$ cat config.mk
export PLATFORM = sky130hd
export DESIGN_NAME = gemm_tile_ctrl
export DESIGN_NICKNAME = d
export VERILOG_FILES = /design/src/rtl/gemm_ctrl_pkg.sv /design/src/rtl/tile_addr_gen.sv /design/src/rtl/gemm_tile_ctrl.sv
export SDC_FILE = /design/constraint.sdc
export NUM_CORES = 1
export LEC_CHECK = 0
export BUFFER_PORTS_ARGS = -buffer_cell sky130_fd_sc_hd__buf_2
export CAP_MARGIN = 20
export CORE_MARGIN = 1.5
export CORE_UTILIZATION = 40
export CTS_CLUSTER_DIAMETER = 30
export DETAILED_ROUTE_END_ITERATION = 16
export HOLD_SLACK_MARGIN = 0.03
export SYNTH_ARGS = -nofsm -noshare
export SYNTH_HDL_FRONTEND = slang
export SYNTH_HIERARCHICAL = 1
export SYNTH_SLANG_ARGS = --single-unit
$ cat constraint.sdc
create_clock -name clk_i -period 4.6 [get_ports clk_i]
set_input_delay 0.23 -clock clk_i [delete_from_list [all_inputs] [get_ports clk_i]]
set_output_delay 0.23 -clock clk_i [all_outputs]
set_load 0.02 [all_outputs]
$ cat src/rtl/gemm_ctrl_pkg.sv
// gemm_ctrl_pkg: shared state encoding and default widths for the GEMM tile sequencer
package gemm_ctrl_pkg;
    localparam int DEF_DIM_WIDTH  = 8;
    localparam int DEF_ADDR_WIDTH = 16;
    typedef enum logic [2:0] {
        S_IDLE,
        S_CLR,
        S_FETCH,
        S_DRAIN,
        S_WRITE,
        S_DONE
    } ctrl_state_e;
endpackage

$ cat src/rtl/tile_addr_gen.sv
// tile_addr_gen: m/n/k tile counters with running address bases (no multipliers)
module tile_addr_gen
    import gemm_ctrl_pkg::*;
#(
    parameter int DimWidth  = DEF_DIM_WIDTH,
    parameter int AddrWidth = DEF_ADDR_WIDTH
) (
    input  logic                 clk_i,
    input  logic                 rst_i,
    input  logic                 clr_i,
    input  logic                 step_k_i,
    input  logic                 step_n_i,
    input  logic [DimWidth-1:0]  m_tiles_i,
    input  logic [DimWidth-1:0]  k_tiles_i,
    input  logic [DimWidth-1:0]  n_tiles_i,
    output logic [AddrWidth-1:0] a_addr_o,
    output logic [AddrWidth-1:0] b_addr_o,
    output logic [AddrWidth-1:0] c_addr_o,
    output logic                 first_k_o,
    output logic                 last_k_o,
    output logic                 last_n_o,
    output logic                 last_m_o
);
    localparam int PadW = AddrWidth - DimWidth;
    logic [DimWidth-1:0]  r_m, r_n, r_k;
    logic [AddrWidth-1:0] r_a_base, r_b_base, r_c_base;
    logic [AddrWidth-1:0] w_k, w_n, w_k_t, w_n_t;
    assign w_k   = {{PadW{1'b0}}, r_k};
    assign w_n   = {{PadW{1'b0}}, r_n};
    assign w_k_t = {{PadW{1'b0}}, k_tiles_i};
    assign w_n_t = {{PadW{1'b0}}, n_tiles_i};
    // a_base tracks m*K_t, b_base tracks k*N_t, c_base tracks m*N_t
    always_ff @(posedge clk_i) begin
        if (rst_i || clr_i) begin
            r_m      <= '0;
            r_n      <= '0;
            r_k      <= '0;
            r_a_base <= '0;
            r_b_base <= '0;
            r_c_base <= '0;
        end else begin
            if (step_k_i) begin
                r_k      <= last_k_o ? '0 : r_k + DimWidth'(1);
                r_b_base <= last_k_o ? '0 : r_b_base + w_n_t;
            end
            if (step_n_i) begin
                r_n <= last_n_o ? '0 : r_n + DimWidth'(1);
                if (last_n_o) begin
                    r_m      <= r_m + DimWidth'(1);
                    r_a_base <= r_a_base + w_k_t;
                    r_c_base <= r_c_base + w_n_t;
                end
            end
        end
    end
    // addresses and wrap flags straight from the counters
    always_comb begin
        a_addr_o  = r_a_base + w_k;
        b_addr_o  = r_b_base + w_n;
        c_addr_o  = r_c_base + w_n;
        first_k_o = r_k == '0;
        last_k_o  = r_k == k_tiles_i - DimWidth'(1);
        last_n_o  = r_n == n_tiles_i - DimWidth'(1);
        last_m_o  = r_m == m_tiles_i - DimWidth'(1);
    end
endmodule

$ cat src/rtl/gemm_tile_ctrl.sv
// gemm_tile_ctrl: sequences operand fetch, PE strobes and C-tile writeback over an MxN tile grid
module gemm_tile_ctrl
    import gemm_ctrl_pkg::*;
#(
    parameter int DimWidth  = DEF_DIM_WIDTH,
    parameter int AddrWidth = DEF_ADDR_WIDTH
) (
    input  logic                 clk_i,
    input  logic                 rst_i,
    input  logic                 start_i,
    input  logic [DimWidth-1:0]  m_tiles_i,
    input  logic [DimWidth-1:0]  k_tiles_i,
    input  logic [DimWidth-1:0]  n_tiles_i,
    output logic [AddrWidth-1:0] a_addr_o,
    output logic [AddrWidth-1:0] b_addr_o,
    output logic                 ab_ren_o,
    output logic                 a_valid_o,
    output logic                 b_valid_o,
    output logic                 init_save_o,
    output logic                 acc_clr_o,
    output logic [AddrWidth-1:0] c_addr_o,
    output logic                 c_valid_o,
    input  logic                 c_ready_i,
    output logic                 busy_o,
    output logic                 done_o
);
    ctrl_state_e          r_state, w_next;
    logic [DimWidth-1:0]  r_m_t, r_k_t, r_n_t;
    logic                 r_beat, r_init;
    logic                 w_any_zero, w_accept, w_hs;
    logic                 w_first_k, w_last_k, w_last_n, w_last_m;
    logic [AddrWidth-1:0] w_a_addr, w_b_addr, w_c_addr;
    assign w_any_zero = (m_tiles_i == '0) || (k_tiles_i == '0) || (n_tiles_i == '0);
    assign w_accept   = (r_state == S_IDLE) && start_i && !w_any_zero;
    assign w_hs       = (r_state == S_WRITE) && c_ready_i;
    tile_addr_gen #(
        .DimWidth (DimWidth),
        .AddrWidth(AddrWidth)
    ) u_addr (
        .clk_i    (clk_i),
        .rst_i    (rst_i),
        .clr_i    (w_accept),
        .step_k_i (r_state == S_FETCH),
        .step_n_i (w_hs),
        .m_tiles_i(r_m_t),
        .k_tiles_i(r_k_t),
        .n_tiles_i(r_n_t),
        .a_addr_o (w_a_addr),
        .b_addr_o (w_b_addr),
        .c_addr_o (w_c_addr),
        .first_k_o(w_first_k),
        .last_k_o (w_last_k),
        .last_n_o (w_last_n),
        .last_m_o (w_last_m)
    );
    // state register
    always_ff @(posedge clk_i) begin
        if (rst_i) r_state <= S_IDLE;
        else r_state <= w_next;
    end
    // job dimensions only change on an accepted start
    always_ff @(posedge clk_i) begin
        if (rst_i) begin
            r_m_t <= '0;
            r_k_t <= '0;
            r_n_t <= '0;
        end else if (w_accept) begin
            r_m_t <= m_tiles_i;
            r_k_t <= k_tiles_i;
            r_n_t <= n_tiles_i;
        end
    end
    // SRAM read latency: data beat and init flag trail the read enable by one cycle
    always_ff @(posedge clk_i) begin
        if (rst_i) begin
            r_beat <= 1'b0;
            r_init <= 1'b0;
        end else begin
            r_beat <= r_state == S_FETCH;
            r_init <= (r_state == S_FETCH) && w_first_k;
        end
    end
    // next-state: one accumulator set, so a tile's writeback finishes before the next fetch
    always_comb begin
        w_next = r_state;
        unique case (r_state)
            S_IDLE:  w_next = start_i ? (w_any_zero ? S_DONE : S_CLR) : S_IDLE;
            S_CLR:   w_next = S_FETCH;
            S_FETCH: w_next = w_last_k ? S_DRAIN : S_FETCH;
            S_DRAIN: w_next = S_WRITE;
            S_WRITE: w_next = w_hs ? ((w_last_m && w_last_n) ? S_DONE : S_FETCH) : S_WRITE;
            S_DONE:  w_next = S_IDLE;
            default: w_next = S_IDLE;
        endcase
    end
    // output decode; addresses are zero outside the phase that uses them
    always_comb begin
        ab_ren_o    = r_state == S_FETCH;
        acc_clr_o   = r_state == S_CLR;
        c_valid_o   = r_state == S_WRITE;
        done_o      = r_state == S_DONE;
        busy_o      = r_state inside {S_CLR, S_FETCH, S_DRAIN, S_WRITE};
        a_valid_o   = r_beat;
        b_valid_o   = r_beat;
        init_save_o = r_init;
        a_addr_o    = (r_state == S_FETCH) ? w_a_addr : '0;
        b_addr_o    = (r_state == S_FETCH) ? w_b_addr : '0;
        c_addr_o    = (r_state == S_WRITE) ? w_c_addr : '0;
    end
endmodule

# Word level (Yosys, flattened, before mapping)
# Index checks and enable logic that the tools add are counted.
# Widths: inputs -> output; s select.
dict set report word_totals {
  regBits 101
  input_bits 28
  wordCells 60
}
dict set report op_classes {
  addsub 12
  eq_ne 8
  n_mux 12
  n_reduce_logical 16
}
# cell n
set ops {}
lappend ops {{$add 16x8->16} 6}
lappend ops {{$mux 16} 4}
lappend ops {{$logic_not 8->1} 4}
lappend ops {{$add 8x1->8 const B} 3}
lappend ops {{$eq 8x8->1} 3}
lappend ops {{$sub 8x1->8 const B} 3}
lappend ops {{$mux 8} 2}
lappend ops {{$pmux 3 s5} 1}
lappend ops {{$mux 3} 4}
lappend ops {{$eq 3x2->1 const B} 2}
lappend ops {{$eq 3x3->1 const B} 2}
lappend ops {{$logic_and 1x1->1} 5}
lappend ops {{$reduce_bool 4->1} 1}
lappend ops {{$eq 3x1->1 const B} 1}
lappend ops {{$logic_not 3->1} 1}
lappend ops {{$logic_or 1x1->1} 3}
lappend ops {{$reduce_and 2->1} 1}
lappend ops {{$logic_not 1->1} 1}
lappend ops {{$mux 1} 1}

# Logic depth before layout (Yosys ltp)
# Gate-level depths: netlist of the first run.
dict set report logic_depth {
  word_depth 6
  mapped_depth 14
  mapped_depth_nobuf 12
}

# Hierarchy
# The synthesis of the first run kept the hierarchy.
# module n_inst cells_each area_per_inst_um2 seq_area_each_um2
set modules_own_cells {}
lappend modules_own_cells {tile_addr_gen 1 696 5764.3 1441.4}
lappend modules_own_cells {gemm_tile_ctrl 1 203 1776.7 580.6}

# Worst setup path before layout of the first run
# No wires, ideal clock.
dict set report synth_path {
  kind {reg-to-reg}
  from {register r_n_t[1]}
  to {register u_addr.r_a_base[12]}
  setup_time_ps 71
  arrival_time_ps 2741
  t_required_ps 4529
  slack_ps 1788
  stages_incl_launch_ff 12
  n_path_buf 2
  synth_period_minus_slack_ps 2812
  cell_sequence {dfxtp_1 inv_1 ha_1 clkbuf_1 or4_1 nor3_1 a2111oi_1 a211oi_4 nand2_1 buf_2 or4_1 a21oi_1}
}
dict set report synth_between {
  elab_chain_len 3
}
# element line_no
set synth_rtl {}
lappend synth_rtl {{from (decl)} gemm_tile_ctrl.sv:28} ;# logic [DimWidth-1:0] r_m_t, r_k_t, r_n_t;
lappend synth_rtl {{from (signal assigned)} gemm_tile_ctrl.sv:70} ;# r_n_t <= n_tiles_i;
lappend synth_rtl {{$sub 8x1->8} tile_addr_gen.sv:63} ;# last_n_o = r_n == n_tiles_i - DimWidth'(1);
lappend synth_rtl {{$eq 8x8->1} tile_addr_gen.sv:63}
lappend synth_rtl {{$reduce_and 2->1 (no line)} --}
lappend synth_rtl {{to (signal assigned)} tile_addr_gen.sv:50} ;# r_a_base <= r_a_base + w_k_t;
lappend synth_rtl {{to (decl)} tile_addr_gen.sv:26} ;# logic [AddrWidth-1:0] r_a_base, r_b_base, r_c_base;
# Every way passes these cells.
# A chain may end at the register's enable or synchronous reset.

# Worst setup path after layout of the first run
dict set report layout_path {
  from {register u_addr.r_k[0]}
  to {output a_addr_o[14]}
}
dict set report layout_between {
  elab_chain_len 2
}
# element line_no
set layout_rtl {}
lappend layout_rtl {{from (decl)} tile_addr_gen.sv:25} ;# logic [DimWidth-1:0] r_m, r_n, r_k;
lappend layout_rtl {{from (signal assigned)} tile_addr_gen.sv:43} ;# r_k <= last_k_o ? '0 : r_k + DimWidth'(1);
lappend layout_rtl {{$add 16x8->16} tile_addr_gen.sv:58} ;# a_addr_o = r_a_base + w_k;
lappend layout_rtl {{named net w_a_addr[14]} gemm_tile_ctrl.sv:32} ;# logic [AddrWidth-1:0] w_a_addr, w_b_addr, w_c_addr;
lappend layout_rtl {{$mux 16} gemm_tile_ctrl.sv:106} ;# a_addr_o = (r_state == S_FETCH) ? w_a_addr : '0;
lappend layout_rtl {{to (decl)} gemm_tile_ctrl.sv:14} ;# output logic [AddrWidth-1:0] a_addr_o,
# The timed path passes the listed nets, and every way through them passes these cells.

==> flow_summary.json, run 1 <==
{
  "hold_path_end": "r_m_t[2]",
  "ctsResizeCount": 0,
  "critPathLaunchType": "flip-flop",
  "rrSetupSlack_ns": 1.41,
  "syn_nets": 988,
  "drt-initial-drc-count": 284,
  "grt_pass1_vias": 5827,
  "slew_headroom_pct": 43.8,
  "comb_power_share_pct": 14.7,
  "cts_tree": "built",
  "synth_compound_area_share_pct": 14.0,
  "dpl.hpwl_um": 13300,
  "end_kind": "output port",
  "power.density_mw_per_mm2": 235,
  "ir_worst_vdd_v": 0.000204,
  "start_util_pct": 40.6,
  "synth-xor-area-share_pct": 13.0,
  "clkTransAtPathRegs_ns": 0.07,
  "rr_endpoint": "u_addr/r_a_base[12]",
  "holdCritPathClass": "in2reg",
  "clk_latency_ns": 0.36,
  "avgSynthCellArea_sq_um": 8.39,
  "tightest_slew_ns": 0.840,
  "synth_cells": 899,
  "max_freq_ghz": 0.286,
  "grt_overflow": 0,
  "gp_congestion": 0.817,
  "layout_min_cycle_time_ns": 3.50,
  "post-route-period-util_pct": 76.0,
  "htreeDepth": 3,
  "worst-path-max-fanout": 8,
  "ctsHoldBuffers": 0,
  "die_area_sq_mm": 0.0197,
  "drt-total-wl_um": 17600,
  "cts_buffers": 9,
  "fin_setup_tns_ns": 0,
  "vias": 6331,
  "hold_viol_final": 0,
  "ys_seq_elements": 101,
  "max_stage_delay_ns": 0.53,
  "ios": 84,
  "slew_violations": 0,
  "fillers": 1837,
  "drcViolationCount": 0,
  "synth_top_flop_cell": "dfxtp_1",
  "internal-power_w": 0.00141,
  "hold_depth": 3,
  "clock_skew_ns": 0.0106,
  "synth_cell_type_count": 65,
  "drtAntennaViolNets": 0,
  "required_ns": 4.37,
  "switching_power_w": 0.000569,
  "finalInstanceArea_sq_mm": 0.00840,
  "grt_pass1_wl_um": 29500,
  "synthMuxAreaShare_pct": 5.33,
  "maxCapViolCount": 0,
  "crit_path_top_delay_cell": "a2111oi_0",
  "r2r-start": "r_n_t[1]",
  "r2r_cells": 11,
  "synth_fa_ha_area_share_pct": 10.7,
  "first_pass_iters": 6,
  "yosysSeqAreaShare_pct": 26.8,
  "vias_per_cell": 5.25,
  "chipHeight_um": 140,
  "area_growth_pct": 11.4,
  "port_buffers": 83,
  "clockRootBuffer": "clkbuf_16",
  "p_clk_share_pct": 37.9,
  "fp.coreArea_sq_mm": 0.0186,
  "track_usage_pct": 18.5,
  "async_reset_ff_share_pct": 0,
  "grt_max_degree": 43,
  "rsz0062_at_grt": "no",
  "wl_per_cell_um": 14.6,
  "leakagePower_nw": 3.82,
  "die_w_um": 140,
  "post_cts_buffers": 0,
  "synth_warnings": 6,
  "numClockSinks": 101,
  "swShare_pct": 28.8,
  "synth.cell_area_sq_mm": 0.00754,
  "synth_edf_count": 0,
  "clk_path_buf_depth": 2,
  "power_frac_seq_pct": 47.4,
  "worstHoldStart": "m_tiles_i[2]",
  "diodes": 0,
  "synth_top_family_by_area": "simple AND/OR/NAND/NOR gates",
  "nets": 1056,
  "setup_viol": 0,
  "cp_cell_sequence": "ha_1, fa_1, a21o_1, a21oi_1, o21ai_0, a2111oi_0, nor3_1, nand3_1, xnor2_1, and2_1, buf_2",
  "crit_type": "reg2out",
  "synth-simple-area-share_pct": 26.2,
  "place_area_sq_mm": 0.00812,
  "status": "complete, no violations",
  "antenna_found_initial": 0,
  "drive_gt1_share_pct": 12.8,
  "std_cell_rows": 50,
  "worstPathArrival_ns": 3.27
}
cell usage after synthesis (6+ instances only):
library cell	count	area, sq um
ha_1	55	688
and2_1	38	238
o31ai_1	10	75.1
and3_1	29	181
buf_2	7	35.0
xor2_1	50	438
a21oi_1	56	280
nand2b_1	61	382
mux2i_1	39	390
nor4_1	7	43.8
fa_1	6	120
o21a_1	6	45.0
nand4_1	16	100
dfxtp_1	101	2020
o21ai_0	35	175
clkbuf_1	19	71.3
nor2_1	69	259
nand3_1	27	135
a21o_1	24	180
a31oi_1	8	50.1
or4_1	9	67.6
inv_1	25	93.8
xnor2_1	62	543
or3_1	10	62.6
nand2_1	45	169
nor3_1	18	90.1
per-stage QoR:
stage / power, W / util [%] / hold slack, ns / cells / setup slack, ns
after floorplan: 0.00118 / - / 0.385 / 899 / 1.79
after global placement: 0.00125 / 43.7 / 0.470 / 1190 / 1.51
after detailed placement: 0.00125 / 43.7 / 0.480 / 1190 / 1.43
after CTS: 0.00200 / 45.2 / 0.137 / 1206 / 1.15
after global routing: 0.00207 / 45.2 / 0.146 / 1206 / 0.896
final: 0.00198 / 45.2 / 0.140 / 1206 / 1.10
cell usage in the layout, fill, tap and decap left out, types with 38 or more instances in the layout:
master    synthesis  routed
nand2_1          45      45
and2_1           38      38
xnor2_1          62      62
xor2_1           50      50
ha_1             55      55
mux2i_1          39      39
nand2b_1         61      61
a21oi_1          56      56
nor2_1           69      69
buf_2             7      83
dfxtp_1         101     101
sequential cells by signal (all words and copies together), names as in the netlist:
name	flops
u_addr/r_a_base	16
u_addr/r_b_base	16
u_addr/r_c_base	16
r_k_t	8
r_m_t	8
r_n_t	8
u_addr/r_k	8
u_addr/r_m	8
u_addr/r_n	8
r_state	3
a_valid_o	1
init_save_o	1
per-layer routing:
layer  global-route usage, %  up-vias  wire, um
met5                       0        -         0
met3                    2.84       12       659
met1                    25.9     2913      8940
met2                    29.7       94      7810
met4                    4.88        0       167
li1                        -     3312         -
worst max path at each step:
stage | slack, ns | startpoint | endpoint
floorplan | 1.79 | r_n_t[1] | u_addr/r_a_base[12]
global placement | 1.51 | r_n_t[1] | u_addr/r_a_base[10]
detailed placement | 1.43 | r_n_t[1] | u_addr/r_a_base[10]
CTS | 1.15 | u_addr/r_k[0] | a_addr_o[14]
global route | 0.90 | u_addr/r_k[0] | a_addr_o[12]
finish | 1.10 | u_addr/r_k[0] | a_addr_o[14]
worst max-delay path, delay by kind of cell, from the launching register on:
kind | cells | cell delay, ns
adder cells (fa/ha/maj) | 2 | 0.68
buffers and inverters | 1 | 0.15
flip-flops | 1 | 0.41
XOR/XNOR | 1 | 0.12
AO/OA/AOI/OAI | 4 | 1.08
AND/OR/NAND/NOR | 3 | 0.49
cells by family after synthesis:
| kind of cell | count (synthesis) |
|---|---|
| simple gates | 357 |
| compound gates | 167 |
| xor+xnor | 112 |
| flops | 101 |
| buf+inv | 61 |
| fa+ha+maj | 61 |
| mux | 40 |
power groups by stage:
stage          Sequential [W]  Clock, W  Combinational, W
2_1_floorplan        0.000942         0          0.000239
3_3_place_gp         0.000957         0          0.000290
3_5_place_dp         0.000957         0          0.000290
4_1_cts              0.000937  0.000766          0.000292
5_1_grt              0.000941  0.000804          0.000326
6_report             0.000936  0.000750          0.000290
area by class of cell:
type | count | area [sq um] | share of cell area [%]
well taps | 234 | 293 | 3.48
inverters | 27 | 101 | 1.21
repair buffers | 91 | 475 | 5.66
flip-flops and latches | 101 | 2020 | 24.1
multi-input cells | 737 | 5230 | 62.2
clock inverters | 6 | 45.0 | 0.536
clock buffers | 10 | 239 | 2.84
No activity file was read; power rests on OpenSTA's default activity.
==> run 2: changes to the inputs <==
==> constraint.sdc (replaced) <==
create_clock -name clk_i -period 3.6 [get_ports clk_i]
set_input_delay 0.18 -clock clk_i [delete_from_list [all_inputs] [get_ports clk_i]]
set_output_delay 0.18 -clock clk_i [all_outputs]
set_load 0.02 [all_outputs]
==> flow_summary.json, run 2 (synthesis results as in run 1) <==
{
  "slew_headroom_pct": 46.3,
  "power.density_mw_per_mm2": 312,
  "max_freq_ghz": 0.298,
  "vias_per_cell": 5.30,
  "fin_ws_ns": 0.248,
  "start_util_pct": 40.6,
  "worst-path-max-fanout": 8,
  "mostFrequentLayoutCells": "101 x dfxtp_1, 83 x buf_2, 69 x nor2_1",
  "clk_path_buf_depth": 2,
  "hold_depth": 3,
  "required_ns": 3.42,
  "tightest_slew_ns": 0.804,
  "crit_type": "reg2out",
  "top_regs": "u_addr/r_a_base x16, u_addr/r_b_base x16, u_addr/r_c_base x16",
  "chipHeight_um": 140,
  "rr_endpoint": "u_addr/r_a_base[14]",
  "diodes": 0,
  "die_area_sq_mm": 0.0197,
  "pre_cts_ws_ns": 0.609,
  "clkTransAtPathRegs_ns": 0.08,
  "drive_gt1_share_pct": 12.8,
  "multi_input_area_sq_mm": 0.00523,
  "crit_path_top_delay_cell": "a2111oi_1",
  "ios": 84,
  "clk_latency_ns": 0.36,
  "routed.top_layer": "met4",
  "setup_viol": 0,
  "cp_cell_sequence": "ha_1, fa_1, a21o_1, a21oi_1, o21ai_0, a2111oi_1, nor3_1, nand3_1, xnor2_1, and2_1, buf_2",
  "critPathLaunchType": "flip-flop",
  "die_w_um": 140,
  "routedLengthMet1_um": 9280,
  "end_kind": "output port",
  "htreeDepth": 3,
  "dpl.hpwl_um": 13300,
  "drcViolationCount": 0,
  "ctsHoldBuffers": 0,
  "grt_overflow": 0,
  "grt_pass1_vias": 5927,
  "cp_num_buf_inv": 1,
  "slew_violations": 0,
  "numClockSinks": 101,
  "status": "complete, no violations",
  "cts_tree": "built",
  "register_area_sq_mm": 0.00202,
  "clock_skew_ns": 0.0103,
  "final_common_cell": "dfxtp_1",
  "holdCritPathClass": "in2reg",
  "layout_min_cycle_time_ns": 3.35,
  "fin_setup_tns_ns": 0,
  "r2r-start": "r_n_t[1]",
  "drt-total-wl_um": 18200,
  "worstHoldStart": "m_tiles_i[2]",
  "first_pass_iters": 4,
  "fillers": 1868,
  "max_stage_delay_ns": 0.47,
  "std_cell_rows": 50,
  "grt_pass1_wl_um": 30000,
  "drtAntennaViolNets": 0,
  "gp_congestion": 0.806,
  "post-route-period-util_pct": 93.1,
  "ir_worst_vdd_v": 0.000226,
  "worstPathArrival_ns": 3.17,
  "wl_met3_um": 595,
  "wl_per_cell_um": 15.1,
  "whs_ns": 0.0821,
  "hold_viol_final": 0,
  "grt_max_degree": 49,
  "port_buffers": 83,
  "maxCapViolCount": 0,
  "leakagePower_nw": 3.86,
  "hold_path_end": "r_m_t[2]",
  "drt-initial-drc-count": 343,
  "rsz0062_at_grt": "no",
  "nets": 1057,
  "met2_length_um": 8080,
  "rrSetupSlack_ns": 0.54,
  "fp.coreArea_sq_mm": 0.0186,
  "cts_buffers": 9,
  "clockRootBuffer": "clkbuf_16",
  "antenna_found_initial": 0,
  "track_usage_pct": 19.0,
  "vias": 6392,
  "critPathTopFamily": "compound AO/OA/AOI/OAI gates",
  "r2r_cells": 10,
  "area_growth_pct": 12.2
}
run 2: what timing repair did:
item                       CTS  global route
setup buffers                0             0
resized for setup            0             1
setup endpoints to repair    0             3
run 2: layout make-up:
cell class              count  share of cell area [%]
clock inverters             6                   0.932
repair buffers             92                    5.86
flip-flops and latches    101                    23.9
clock buffers              10                    2.83
multi-input cells         737                    61.8
well taps                 234                    3.46
inverters                  27                    1.20
run 2: power by group:
group,internal (W),switching (W)
registers,0.00114,0.0000542
logic,0.000164,0.000213
clock network,0.000574,0.000487
run 2: worst max-delay path by stage:
stage                                endpoint  cells after the start  slack, ns           from
after floorplan           u_addr/r_a_base[12]                     11       0.79       r_n_t[1]
after global placement     u_addr/r_b_base[2]                      7       0.64     r_state[2]
after detailed placement        u_addr/r_m[7]                     10       0.61       r_n_t[1]
after CTS                        a_addr_o[10]                     11       0.18  u_addr/r_k[0]
after global routing             a_addr_o[10]                     11       0.02  u_addr/r_k[0]
final                            a_addr_o[14]                     11       0.25  u_addr/r_k[0]
run 2: through the flow:
step / cell area [sq um] / cells / power, W / util, %
after floorplan: 7540 / 899 / 0.00151 / -
after global placement: 8140 / 1191 / 0.00160 / 43.8
after detailed placement: 8140 / 1191 / 0.00160 / 43.8
after CTS: 8460 / 1207 / 0.00266 / 45.5
after global routing: 8460 / 1207 / 0.00275 / 45.5
final: 8460 / 1207 / 0.00264 / 45.5
run 2: routing by layer:
layer | vias up | GRT usage, %
met5 | - | 0
met4 | 0 | 6.04
met3 | 17 | 2.87
met2 | 97 | 30.5
met1 | 2973 | 26.1
li1 | 3305 | -
run 2: worst register-to-register path, delay by kind of cell, from the launching register on:
kind	cells	cell delay, ns
flops	1	0.55
simple gates	4	1.23
compound gates	3	0.55
fa+ha+maj	1	0.30
buf+inv	2	0.35
==> run 3: changes to the inputs <==
--- a/config.mk
+++ b/config.mk
@@ -7,11 +7,15 @@
 export LEC_CHECK = 0
 export BUFFER_PORTS_ARGS = -buffer_cell sky130_fd_sc_hd__buf_2
 export CAP_MARGIN = 20
+export CELL_PAD_IN_SITES_DETAIL_PLACEMENT = 1
+export CELL_PAD_IN_SITES_GLOBAL_PLACEMENT = 1
 export CORE_MARGIN = 1.5
 export CORE_UTILIZATION = 40
 export CTS_CLUSTER_DIAMETER = 30
 export DETAILED_ROUTE_END_ITERATION = 16
 export HOLD_SLACK_MARGIN = 0.03
+export MAX_ROUTING_LAYER = met4
+export PLACE_DENSITY_LB_ADDON = 0.1
 export SYNTH_ARGS = -nofsm -noshare
 export SYNTH_HDL_FRONTEND = slang
 export SYNTH_HIERARCHICAL = 1
==> flow_summary.json, run 3 (synthesis results as in run 1) <==
{
  "numClockSinks": 101,
  "status": "complete, no violations",
  "start_util_pct": 40.6,
  "slew_headroom_pct": 47.1,
  "ir_worst_vdd_v": 0.000236,
  "cts_tree": "built",
  "final_common_cell": "dfxtp_1",
  "fillers": 2251,
  "ctsHoldBuffers": 0,
  "max_stage_delay_ns": 0.45,
  "drtAntennaViolNets": 0,
  "cp_cell_sequence": "ha_1, fa_1, a21o_1, a21oi_1, o21ai_0, a2111oi_0, nor3_1, nand3_1, xnor2_1, and3_1, buf_2",
  "grt_max_degree": 34,
  "place_area_sq_mm": 0.00819,
  "post-route-period-util_pct": 93.5,
  "finalInstanceArea_sq_mm": 0.00848,
  "grt_overflow": 0,
  "max_freq_ghz": 0.297,
  "fin_setup_tns_ns": 0,
  "port_buffers": 83,
  "top_regs": "u_addr/r_a_base x16, u_addr/r_b_base x16, u_addr/r_c_base x16",
  "grt_pass1_wl_um": 33900,
  "fin_util_pct": 45.6,
  "clkTransAtPathRegs_ns": 0.07,
  "antenna_found_initial": 0,
  "grt_pass1_vias": 6509,
  "dp.cells": 1200,
  "vias": 6525,
  "post_cts_buffers": 0,
  "diodes": 0,
  "slew_violations": 0,
  "first_pass_iters": 4,
  "clk_path_buf_depth": 2,
  "leakagePower_nw": 3.88,
  "clockRootBuffer": "clkbuf_16",
  "area_growth_pct": 12.4,
  "vias_per_cell": 5.37,
  "holdCritPathClass": "in2reg",
  "chipHeight_um": 140,
  "critPathLaunchType": "flip-flop",
  "gp_congestion": 0.801,
  "power.density_mw_per_mm2": 301,
  "layout.cells.non_filler": 1216,
  "setup_viol": 0,
  "pre_cts_ws_ns": 0.595,
  "fin_ws_ns": 0.233,
  "wl_per_cell_um": 16.7,
  "drt-total-wl_um": 20400,
  "std_cell_rows": 50,
  "tightest_slew_ns": 0.792,
  "drt-initial-drc-count": 192,
  "layout_min_cycle_time_ns": 3.37,
  "cts_buffers": 9,
  "required_ns": 3.42,
  "drive_gt1_share_pct": 13.5,
  "crit_path_top_delay_cell": "a2111oi_0",
  "crit_type": "reg2out",
  "dpl.hpwl_um": 15400,
  "worst-path-max-fanout": 7,
  "end_kind": "output port",
  "mostFrequentLayoutCells": "101 x dfxtp_1, 83 x buf_2, 69 x nor2_1",
  "nets": 1066,
  "worstPathArrival_ns": 3.19,
  "htreeDepth": 3,
  "die_w_um": 140,
  "drcViolationCount": 0,
  "ios": 84,
  "track_usage_pct": 21.9,
  "rsz0062_at_grt": "no",
  "clock_skew_ns": 0.00586,
  "hold_viol_final": 0,
  "fp.coreArea_sq_mm": 0.0186,
  "die_area_sq_mm": 0.0197,
  "maxCapViolCount": 0,
  "clk_latency_ns": 0.36
}
## run 3: final cells by class
type                            count  area, sq um  share of cell area (%)
Multi-Input combinational cell    737         5230                    61.7
Sequential cell                   101         2020                    23.8
Timing Repair Buffer              101          551                    6.49
Tap cell                          234          293                    3.45
Clock buffer                       13          260                    3.07
Inverter                           27          101                    1.20
Clock inverter                      3         18.8                   0.221
## run 3: path summary, 6_finish.rpt
kind                                             to  slack, ns  cells after the start     startpoint
worst max-delay path                   c_addr_o[14]       0.23                     11  u_addr/r_n[0]
worst min-delay path                       r_m_t[5]       0.09                      3   m_tiles_i[5]
worst max register to register  u_addr/r_a_base[10]       0.60                     10       r_n_t[0]
worst min register to register             r_m_t[7]       0.49                      2       r_m_t[7]
## run 3: worst max-delay path, delay by kind of cell (launching register included)
| family | cells | cell delay [ns] |
|---|---|---|
| buf+inv | 1 | 0.16 |
| xor+xnor | 1 | 0.11 |
| flops | 1 | 0.39 |
| fa+ha+maj | 2 | 0.67 |
| compound gates | 4 | 1.01 |
| simple gates | 3 | 0.49 |
## run 3: timing repair
item,CTS,global route
endpoints found under the setup margin,0,4
resized for setup,0,2
endpoints found under the hold margin,0,0
## run 3: power breakdown
group          internal (W)  total (W)  switching (W)
Clock              0.000509   0.000962       0.000454
Combinational      0.000172   0.000399       0.000227
Sequential          0.00114    0.00119      0.0000504
Total               0.00182    0.00256       0.000732
## run 3: per-layer routing
| metal | part of all wire (%) | vias up | global-route usage (%) |
|---|---|---|---|
| met1 | 50 | 3108 | 29.2 |
| met3 | 2.9 | 13 | 2.63 |
| met5 | 0 | - | - |
| met4 | 1.1 | 0 | 5.15 |
| met2 | 46 | 89 | 35.6 |
| li1 | - | 3315 | - |
## run 3: metrics by stage
step / total power [W] / hold slack [ns]
after CTS: 0.00259 / 0.0822
after global placement: 0.00162 / 0.462
final: 0.00256 / 0.0895
after detailed placement: 0.00162 / 0.463
after floorplan: 0.00151 / 0.335
after global routing: 0.00268 / 0.0900
